**src/rtl/host_ingress.sv**
```systemverilog
// Avalon-MM host-to-fabric ingress: three word FIFOs drained into switch ports data1..data3.
// Optional build macro INGRESS_ZERO_SKIP_EN discards popped all-zero words instead of emitting them.
module host_ingress #(
  parameter int unsigned DEPTH = 16,
  parameter int unsigned CW    = 12
) (
  input  logic        clk,
  input  logic        reset_n,
  input  logic        chipselect,
  input  logic        read,
  input  logic        write,
  input  logic [3:0]  byteenable,
  input  logic [3:0]  address,
  input  logic [31:0] writedata,
  output logic [31:0] readdata,
  input  logic        rdy1,
  input  logic        rdy2,
  input  logic        rdy3,
  output logic [31:0] data1,
  output logic [31:0] data2,
  output logic [31:0] data3,
  output logic        en1,
  output logic        en2,
  output logic        en3
);

  localparam int unsigned AW = $clog2(DEPTH);
  localparam int unsigned LW = AW + 1;

  typedef enum logic [1:0] {
    IDLE  = 2'd0,
    RUN   = 2'd1,
    FLUSH = 2'd2
  } state_t;

  state_t state, state_nxt;

  logic [31:0]           mem [3][DEPTH];
  logic [2:0][AW-1:0]    wr_ptr;
  logic [2:0][AW-1:0]    rd_ptr;
  logic [2:0][LW-1:0]    count;
  logic [2:0][CW-1:0]    sent;
  logic [2:0]            ovf;
  logic [2:0][31:0]      data_q;
  logic [2:0]            en_q;

  logic [2:0]            rdy_v;
  logic [2:0]            push;
  logic [2:0]            accept;
  logic [2:0]            pop;
  logic [2:0]            emit;
  logic [2:0]            full;
  logic [2:0]            empty;
  logic [2:0][31:0]      head;

  logic wr_ok;
  logic ctrl_wr;

  assign rdy_v   = {rdy3, rdy2, rdy1};
  assign wr_ok   = chipselect && write && !read && (byteenable == 4'hF);
  assign ctrl_wr = wr_ok && (address == 4'd4);

  // Flush wins over start/stop; a flush lasts one cycle and always returns to IDLE.
  always_comb begin
    state_nxt = state;
    case (state)
      IDLE: begin
        if (ctrl_wr && writedata[1])      state_nxt = FLUSH;
        else if (ctrl_wr && writedata[0]) state_nxt = RUN;
      end
      RUN: begin
        if (ctrl_wr && writedata[1])      state_nxt = FLUSH;
        else if (ctrl_wr && writedata[2]) state_nxt = IDLE;
      end
      FLUSH:   state_nxt = IDLE;
      default: state_nxt = IDLE;
    endcase
  end

  always_comb begin
    push   = '0;
    accept = '0;
    pop    = '0;
    emit   = '0;
    full   = '0;
    empty  = '0;
    head   = '0;
    for (int unsigned i = 0; i < 3; i++) begin
      full[i]   = (count[i] == LW'(DEPTH));
      empty[i]  = (count[i] == '0);
      head[i]   = mem[i][rd_ptr[i]];
      push[i]   = wr_ok && (address == 4'(i + 1)) && (state != FLUSH);
      accept[i] = push[i] && !full[i];
      pop[i]    = (state == RUN) && !empty[i] && rdy_v[i];
`ifdef INGRESS_ZERO_SKIP_EN
      emit[i]   = pop[i] && (head[i] != '0);
`else
      emit[i]   = pop[i];
`endif
    end
  end

  always_ff @(posedge clk) begin
    for (int unsigned i = 0; i < 3; i++) begin
      if (accept[i]) mem[i][wr_ptr[i]] <= writedata;
    end
  end

  always_ff @(posedge clk) begin
    if (!reset_n) begin
      state    <= IDLE;
      wr_ptr   <= '0;
      rd_ptr   <= '0;
      count    <= '0;
      sent     <= '0;
      ovf      <= '0;
      data_q   <= '0;
      en_q     <= '0;
      readdata <= '0;
    end else begin
      state <= state_nxt;
      for (int unsigned i = 0; i < 3; i++) begin
        if (state == FLUSH) begin
          wr_ptr[i] <= '0;
          rd_ptr[i] <= '0;
          count[i]  <= '0;
          sent[i]   <= '0;
          ovf[i]    <= 1'b0;
          en_q[i]   <= 1'b0;
        end else begin
          en_q[i] <= emit[i];
          if (emit[i])   data_q[i] <= head[i];
          if (pop[i])    rd_ptr[i] <= rd_ptr[i] + 1'b1;
          if (accept[i]) wr_ptr[i] <= wr_ptr[i] + 1'b1;
          // Fullness is taken from the start of the cycle, so a pop never rescues a push.
          if (push[i] && full[i]) ovf[i] <= 1'b1;
          if (emit[i])   sent[i] <= sent[i] + 1'b1;
          case ({accept[i], pop[i]})
            2'b10:   count[i] <= count[i] + 1'b1;
            2'b01:   count[i] <= count[i] - 1'b1;
            default: count[i] <= count[i];
          endcase
        end
      end

      if (chipselect && read) begin
        case (address)
          4'd8:    readdata <= 32'(count[0]);
          4'd9:    readdata <= 32'(count[1]);
          4'd10:   readdata <= 32'(count[2]);
          4'd11:   readdata <= 32'(sent[0]);
          4'd12:   readdata <= 32'(sent[1]);
          4'd13:   readdata <= 32'(sent[2]);
          4'd14:   readdata <= {25'd0, ovf, 2'b00, state};
          default: readdata <= 32'd252;
        endcase
      end else begin
        readdata <= 32'd251;
      end
    end
  end

  assign data1 = data_q[0];
  assign data2 = data_q[1];
  assign data3 = data_q[2];
  assign en1   = en_q[0];
  assign en2   = en_q[1];
  assign en3   = en_q[2];

endmodule

```
**config.mk**
```make
export PLATFORM = sky130hd
export DESIGN_NAME = host_ingress
export DESIGN_NICKNAME = d
export VERILOG_FILES = /design/src/rtl/host_ingress.sv
export SDC_FILE = /design/constraint.sdc
export NUM_CORES = 2
export LEC_CHECK = 0
export ABC_AREA = 1
export CORE_UTILIZATION = 62
export CTS_CLUSTER_DIAMETER = 30
export DETAILED_ROUTE_END_ITERATION = 10
export PLACE_DENSITY = 0.8
export SLEW_MARGIN = 15
export SYNTH_ARGS = -nofsm -noshare
export SYNTH_HDL_FRONTEND = slang
export SYNTH_SLANG_ARGS = --single-unit
```
**constraint.sdc**
```tcl
create_clock -name clk -period 4.3 [get_ports clk]
set_input_delay 1.075 -clock clk [delete_from_list [all_inputs] [get_ports clk]]
set_output_delay 1.075 -clock clk [all_outputs]
set_load 0.05 [all_outputs]
```
==> summary.md <==
| Metric | Value |
|---|---|
| Status | `complete, no violations` |
| Pwr Density | `496.7 nW/um^2` |
| Synthesis-stage register bit count | `around 1,700` |
| Resized cells post-CTS | `0` |
| Max cap viols | `0` |
| Post-DP HPWL | `114,000 um` |
| Leak Pwr | `35.98 nW` |
| Net Switching | `approximately 0.0089 W` |
| Mux cell area share after synthesis | `0%` |
| Post-synthesis sequential area ratio | `a little under 70%` |
| Stages on the worst setup path | `1` |
| Final hold vios | `0` |
| Largest stage delay on the critical path | `880 ps` |
| Initial core utilization | `around 63%` |
| R2R Path End | `data1[2]` |
| Clock tree sinks | `around 1,700` |
| Hold WC Path Type | `flip-flop to flip-flop` |
| Routed wire length | `208,700 um` |
| Pin count of the biggest net entering global routing | `around 220` |
| Worst clock skew | `69.85 ps` |
| Worst skew pair latency | `approximately 920 ps` |
| Fraction of layout cells with a size suffix above 1 | `between 10% and 20%` |
| 1st-iter DRT viols | `between 6,000 and 7,000` |
| CTS tree | `done` |
| Via count | `between 50,000 and 60,000` |
| DRC | `0` |
| # H-tree levels | `5` |
| Critical path buffers and inverters | `1` |
| Startpoint Class | `flip-flop` |
| WL/cell | `between 20 and 25 um` |
| Post-synth design cell area | `73,710 sq um` |
| Mapped Cells | `7,278` |
| Crit path time final | `about 3300 ps` |
| Main combinational cell family by area after synthesis | `simple AND/OR/NAND/NOR gates` |
| Max Slew Vio Count | `0` |
| Gpl congestion | `0.8822` |
| Initial antenna violation count | `5` |
| Vias in the first global route | `between 50,000 and 60,000` |
| Compound-Gate Fraction of Synth Area | `1.613%` |
| Unique cell type count in the Yosys netlist | `34` |
| Grt ovf | `0` |
| CTS Buf Count | `320` |
| Unrepaired setup endpoints after global routing | `no` |
| Synthesized area per cell | `between 10 and 15 sq um` |
| Post-Synth Simple-Gate Area | `21.67%` |
| Row cnt | `approximately 130` |
| Cell Area, Placed | `between 70,000 and 80,000 sq um` |
| Total I/O pin count | `between 150 and 200` |
| Routed Antenna Nets | `0` |
| Crit-path max FO | `2` |
| Worst path required time | `3220 ps` |
| Gr usage total | `about a third` |
| Area Growth Syn to Fin | `18.96%` |
| RR Startpoint | `rd_ptr[0]` |
| CTS max path bufs | `4` |
| Synth Area in XOR/XNOR | `less than 1%` |
| Worst hold start | `ovf[2]` |
| Flop-to-flop setup slack | `~1500 ps` |
| CTS Hold Bufs | `0` |
| Final Cell Area | `87,690 sq um` |
| Post-CTS setup buffers | `0` |
| Maximum vdd ir drop | `around 0.00050 V` |
| Sequential share of power | `42.0%` |
| P_int | `0.03468 W` |
| Post-DR vias/cell | `roughly 6` |
| Final cell count without fillers | `between 9,000 and 10,000` |
| Crit. End Element | `primary output` |
| Clock transition at the registers of the reported paths | `about 60 ps` |
| Endpoints failing setup | `0` |
| Fmax achieved | `roughly 0.3 GHz` |
| Port buffer count | `between 150 and 200` |
| Core area | `~120,000 sq um` |
| Nets@finish | `between 7,000 and 8,000` |
| First-pass GRT wire length | `about 310,000 um` |
| Clk pwr share | `between 50 and 60%` |
| Worst slew pin tran | `about 1300 ps` |
| Root Buffer | `clkbuf_16` |
| Final Cycle Share | `a little under 80%` |
| Comb pwr share | `under 10%` |
| Ys Warns | `0` |
| Total design power | `around 0.044 W` |
| Sw Ratio | `approximately 20%` |
| CP max-delay cell | `clkdlybuf4s50_1` |
| Most common cell after layout, fill and taps aside | `nand2_1` |
| Worst reg2reg path depth | `9` |
| Crit path cell chain | `clkdlybuf4s50_1` |
| Post-Synth Adder-Cell Area | `less than 1%` |
| Worst EP arrival | `~2200 ps` |
| Inst Count DP | `~8,700` |
| Crit path from | `data1[15]` |
| Worst Setup EP | `data1[15]` |
| Hold slack | `approximately 460 ps` |
| Most frequent cells in the layout | `2,244 x nand2_1, 1,536 x edfxtp_1, 1,101 x nand3_1` |
| Setup Total Neg Slack | `0 ps` |
| Setup CP Type | `flip-flop to primary output` |
| Die area | `120,300 sq um` |
| Die width | `around 350 um` |
| Die Y | `approximately 350 um` |
| Slew headroom | `around 16%` |
| DR pass1 iterations | `6` |
| CP top delay family | `buffers and inverters` |
==> worst min path at each step <==
stage / end / slack [ps] / cells past startpoint
floorplan: ovf[1] / 440 / 2
global placement: ovf[1] / 440 / 2
detailed placement: ovf[2] / 450 / 2
CTS: ovf[2] / 460 / 2
global route: state[1] / 480 / 1
finish: ovf[2] / 460 / 2
==> through the flow <==
step                      worst slack [ps]  utilization (%)
after floorplan                      652.0                -
after global placement               387.1            65.31
after detailed placement             339.0            65.31
after CTS                            950.3            74.35
after global routing                 955.5            74.35
final                                983.2            74.36
==> final cells by class <==
| class | count | area [sq um] |
|---|---|---|
| Sequential cell | 1727 | 49970 |
| Fill cell | 7028 | 30240 |
| Multi-Input combinational cell | 4169 | 18270 |
| Clock buffer | 378 | 8617 |
| Inverter | 1017 | 3842 |
| Timing Repair Buffer | 296 | 3008 |
| Clock inverter | 189 | 2052 |
| Tap cell | 1536 | 1922 |
| Antenna cell | 2 | 5.005 |
==> synthesized netlist by cell type (all sizes together) <==
master   count  area share (%)
o22ai        8           0.068
clkbuf      66            0.34
o211ai      16            0.16
nand3b       2           0.020
nor2       490             2.5
buf        318             2.5
a21boi       2           0.020
dfxtp      191             5.2
nand3     1101             7.5
ha          28            0.48
a21oi       66            0.45
nand4       10           0.085
edfxtp    1536              63
inv       1012             5.2
xnor2        4           0.048
nand2     2248              11
clkinv       5           0.025
xor2        30            0.36
conb         1          0.0051
fa           1           0.027
o21ai      124            0.84
nor3        13            0.10
o221ai       4           0.048
o2bb2ai      2           0.024
==> metal layers <==
layer / up-vias / wire (um) / global-route usage [%]
met3: 761 / 23390 / 7.248
li1: 24226 / - / -
met2: 3611 / 99790 / 55.93
met4: 2 / 13130 / 21.42
met1: 25690 / 72340 / 42.29
met5: - / 17 / 0
==> power by group through the flow <==
stage	Sequential (W)	Combinational, W	Clock [W]
after floorplan	0.0186	0.0000979	0
after global placement	0.0186	0.000524	0
after detailed placement	0.0186	0.000532	0
after CTS	0.0183	0.000535	0.0248
after global routing	0.0183	0.000555	0.0256
final	0.0183	0.000553	0.0247
==> logic make-up (layout without fill, tap and decap cells) <==
kind of cell | after synthesis | after routing
flip-flops | 1727 | 1727
buffers and inverters | 1401 | 1880
other | 1 | 22
AND/OR/NAND/NOR | 3864 | 3864
XOR/XNOR | 34 | 34
adder cells (fa/ha/maj) | 29 | 29
AO/OA/AOI/OAI | 222 | 222
==> flip-flops by register name, indices dropped and copies added (netlist names), 12 cells and up <==
register and count:
mem 1536, sent 36, data1 32, data2 32
data3 32, count 15, rd_ptr 12, readdata 12
wr_ptr 12
Power figures use the tool's default switching activity.
